File: src/rtl/event_encoder_8to3.sv
`default_nettype none
// ============================================================================
// Module      : event_encoder_8to3
// Description : Collects events on 8 request lines into a pending register
//               and emits them one at a time as 3-bit binary codes over a
//               valid/ready handshake, in fixed priority order.
// Revision    : 1.0 - initial release
// ============================================================================
module event_encoder_8to3 #(
    parameter int HIGH_FIRST = 1
) (
    input  logic       clk,
    input  logic       rst,
    input  logic [7:0] i,
    input  logic       ready,
    input  logic       ovf_clr,
    output logic [2:0] y,
    output logic       valid,
    output logic [7:0] pending,
    output logic       ovf
);

    typedef enum logic [0:0] {
        S_IDLE    = 1'b0,
        S_PRESENT = 1'b1
    } state_t;

    state_t     r_state;
    state_t     w_state_nxt;
    logic [2:0] r_y;
    logic [2:0] w_y_nxt;
    logic [7:0] r_pend;
    logic [7:0] w_pend_nxt;
    logic       r_ovf;
    logic       w_ovf_nxt;
    logic       w_hs;
    logic [7:0] w_yhot;
    logic [7:0] w_clr;
    logic [7:0] w_rem;
    logic       w_merge;

    // Priority pick of one index out of a vector; direction set by HIGH_FIRST.
    // The loop lets the last set bit visited win.
    function automatic logic [2:0] f_sel(input logic [7:0] v);
        logic [2:0] idx;
        idx = 3'd0;
        if (HIGH_FIRST != 0) begin
            for (int b = 0; b < 8; b++) begin
                if (v[b]) idx = 3'(b);
            end
        end else begin
            for (int b = 7; b >= 0; b--) begin
                if (v[b]) idx = 3'(b);
            end
        end
        return idx;
    endfunction

    assign w_hs    = valid && ready;
    assign w_yhot  = 8'd1 << r_y;
    assign w_clr   = w_hs ? w_yhot : 8'd0;
    // Set wins over clear, so a re-raise of the served bit stays pending.
    assign w_pend_nxt = (r_pend & ~w_clr) | i;
    // Remaining work after the current code is accepted (new arrivals excluded).
    assign w_rem   = r_pend & ~w_yhot;
    // A new event landing on a bit still pending (and not just served) merges.
    assign w_merge = |(i & r_pend & ~w_clr);
    assign w_ovf_nxt = w_merge ? 1'b1 : (ovf_clr ? 1'b0 : r_ovf);

    // Next-state and code selection; y only changes when a new code is loaded.
    always_comb begin
        w_state_nxt = r_state;
        w_y_nxt     = r_y;
        case (r_state)
            S_IDLE: begin
                if (r_pend != 8'd0) begin
                    w_y_nxt     = f_sel(r_pend);
                    w_state_nxt = S_PRESENT;
                end
            end
            S_PRESENT: begin
                if (w_hs) begin
                    if (w_rem != 8'd0) begin
                        w_y_nxt = f_sel(w_rem);
                    end else begin
                        w_state_nxt = S_IDLE;
                    end
                end
            end
            default: begin
                w_state_nxt = S_IDLE;
            end
        endcase
    end

    // State, code, pending vector and sticky overflow registers.
    always_ff @(posedge clk) begin
        if (rst) begin
            r_state <= S_IDLE;
            r_y     <= 3'd0;
            r_pend  <= 8'd0;
            r_ovf   <= 1'b0;
        end else begin
            r_state <= w_state_nxt;
            r_y     <= w_y_nxt;
            r_pend  <= w_pend_nxt;
            r_ovf   <= w_ovf_nxt;
        end
    end

    assign y       = r_y;
    assign valid   = (r_state == S_PRESENT);
    assign pending = r_pend;
    assign ovf     = r_ovf;

endmodule
`default_nettype wire

File: config.mk
export PLATFORM = sky130hd
export DESIGN_NAME = event_encoder_8to3
export DESIGN_NICKNAME = d
export VERILOG_FILES = /design/src/rtl/event_encoder_8to3.sv
export SDC_FILE = /design/constraint.sdc
export NUM_CORES = 1
export LEC_CHECK = 0
export CORE_MARGIN = 4
export CORE_UTILIZATION = 43
export CTS_BUF_LIST = sky130_fd_sc_hd__clkbuf_4 sky130_fd_sc_hd__clkbuf_8
export DETAILED_ROUTE_END_ITERATION = 10
export PLACE_DENSITY_LB_ADDON = 0.05
export SLEW_MARGIN = 30
export SYNTH_ARGS = -nofsm -noshare
export SYNTH_HDL_FRONTEND = slang
export SYNTH_SLANG_ARGS = --single-unit
File: constraint.sdc
create_clock -name clk -period 2.7 [get_ports clk]
set_input_delay 0.54 -clock clk [delete_from_list [all_inputs] [get_ports clk]]
set_output_delay 0.54 -clock clk [all_outputs]
set_load 0.005 [all_outputs]
==> out/metrics.cfg <==
[synth]
syn-num-nets = 129
synth_area_per_cell_sq_um = 7.807
ys_warn_count = 0
synth-seq-cells = 13
synthDistinctLibCells = 41
syn_area_sq_um = 913.4
ys_seq_area_frac = 0.2849
syn_inst = 117

[grt]
grt_pass1_vias = 867
grt_max_degree = 17
grt_antenna_before_repair = 0
grt_pass1_wl_um = 4057
grtUsageTotal = 0.1987
grt.overflow.total = 0

[place]
gp_congestion = 0.8424
io_buffers = 24
dp_hpwl_um = 1823
postPlaceCellArea_sq_um = 1149

[drt]
vias_per_cell = 5.723
drtIter0Drc = 31
drcViolationCount = 0
vias = 950
wl_um = 2455
wire_per_inst_um = 14.79
ant_nets = 0
dr.pass1.iters = 4

[power_and_ir_drop]
vdd_drop_max_mv = 0.2860
p_leak_nw = 0.4462
power.density_nw_per_um2 = 472.6
fin_total_pwr_mw = 0.5558

[final_layout]
fin_area_sq_um = 1176
multiInputGateArea_sq_um = 565.5
area_delta_synth_final_pct = 28.77
diodes = 0
final_cell_mix = 24 x clkdlybuf4s50_1, 13 x o21ai_0, 13 x a21oi_1, 13 x dfxtp_1, 10 x inv_1
fin_nets = 152
drive_gt1_frac = 0.1007
seqCellArea_sq_um = 260.3
n_fill_cell = 187
final_common_cell = clkdlybuf4s50_1

[clock_network]
cts_resized = 0
cts-root-buf = clkbuf_4
cts_num_sinks = 13
htree_levels = 1
numCtsBuffers = 3
cts.clk_slew.worst_paths_ns = 0.09
worstSkewPairLatency_ns = 0.29
cts_setup_buffers = 0
cts_tree = done
clock_path_buffers = 2
cts_hold_buf = 0

[sta]
fin_crit_sh = 0.7576
slew_headroom = 0.7140
hold_viol = 0
tightest_slew_ns = 0.4285
rsz0062_at_grt = no
skew_ns = 0.0006236
slew_violations = 0
tns_ns = 0
setup_viol = 0
whs_ns = 0.5129
max_freq_mhz = 488.9
fin_crit_ns = 2.045

[worst_setup_path]
end_kind = register
cp.arrival_ns = 2.23
cp_max_fo = 14
reg2reg_from = y[0]
critPathLaunchType = register
crit_type = register to register
r2r_setup_slack_ns = 0.65
critPathCapture = y[1]
cp.required_ns = 2.88
worst-r2r-cell-count = 5
r2r_end = y[1]
crit_start = y[0]

[floorplanning]
die_h_um = 54.09
dieArea_sq_um = 2926
ios = 25
fp.coreArea_sq_um = 1982
start_util = 0.4609
rows = 16
die_x_um = 54.09

[status]
status = finished clean

[run]
cap_violations = 0

[min_path]
min_path_type = register to register

==> synthesized netlist by cell type (all sizes together) <==
| master | number | area (sq um) |
|---|---|---|
| mux2 | 3 | 33.78 |
| nand4b | 3 | 26.28 |
| a21o | 1 | 7.510 |
| nand2 | 5 | 18.77 |
| o21bai | 1 | 7.510 |
| dfxtp | 13 | 260.3 |
| o221a | 1 | 11.26 |
| clkbuf | 1 | 3.750 |
| nand3 | 1 | 5.000 |
| o32a | 1 | 10.01 |
| a21oi | 13 | 65.06 |
| o41ai | 2 | 36.29 |
| a31oi | 3 | 18.77 |
| nand3b | 1 | 7.510 |
| and3 | 1 | 6.260 |
| nand4bb | 1 | 11.26 |
| and2 | 1 | 8.760 |
| nor2b | 3 | 18.77 |
| o21ai | 15 | 75.07 |
| a31o | 1 | 8.760 |
| or2 | 4 | 25.02 |
| o2111ai | 1 | 8.760 |
| a2111o | 1 | 11.26 |
| nor2 | 5 | 18.77 |
| nand2b | 4 | 25.02 |
| nor3 | 3 | 15.01 |
| o22ai | 1 | 6.260 |
| o22a | 2 | 17.52 |
| inv | 11 | 41.29 |
| o221ai | 1 | 8.760 |
| buf | 6 | 42.54 |
| or4 | 1 | 7.510 |
| o31a | 1 | 8.760 |
| nor4 | 1 | 6.260 |
| o211ai | 4 | 30.03 |
==> layer usage <==
metal | up-vias | share of wire | GRT usage
met5 | - | 0 | 0
met4 | 0 | 0.020 | 0.1162
met2 | 33 | 0.46 | 0.2964
met1 | 435 | 0.46 | 0.2628
met3 | 4 | 0.063 | 0.03878
li1 | 478 | - | -
==> area by class of cell <==
type	instances	area share
sequential	13	0.2213
multi-input combinational	86	0.4808
clock inverter	1	0.004255
clock buffer	3	0.01915
inverter	11	0.03511
tap	27	0.02872
timing repair buffer	25	0.2106
==> registers in the layout, summed over array words and instances, names as in the netlist <==
register	cells
ovf	1
valid	1
pending	8
y	3
==> critical path: stages (launching register included) <==
cell,delay [ns]
dfxtp_1,0.59
mux2_2,0.38
o22a_1,0.23
o41ai_4,0.44
and2_4,0.22
o21ai_1,0.07
==> cells by family after synthesis <==
kind of cell,after synthesis,share of synthesized area
compound gates,49,0.3630
buf+inv,18,0.09589
flops,13,0.2849
mux,3,0.03698
simple gates,34,0.2192
==> report_power, final <==
part           internal (mW)  switching [mW]  leakage (nW)
clock network         0.0552          0.0735        0.0177
logic                 0.0988          0.0776         0.319
registers              0.210          0.0412         0.109
==> through the flow <==
step | setup WS [ns] | cells | utilization
2_1_floorplan | 0.9707 | 117 | -
3_3_place_gp | 0.6334 | 162 | 0.5795
3_5_place_dp | 0.6459 | 162 | 0.5795
4_1_cts | 0.6525 | 166 | 0.5934
5_1_grt | 0.5542 | 166 | 0.5934
6_report | 0.6545 | 166 | 0.5934
==> how the worst min path moves through the flow <==
stage / from / to / slack (ns) / cells past startpoint
3_3_place_gp: ovf / ovf / 0.49 / 2
4_1_cts: ovf / ovf / 0.51 / 2
3_5_place_dp: ovf / ovf / 0.50 / 2
2_1_floorplan: ovf / ovf / 0.48 / 2
5_1_grt: ovf / ovf / 0.54 / 2
6_report: ovf / ovf / 0.51 / 2
(Power assumes the default switching activity.)
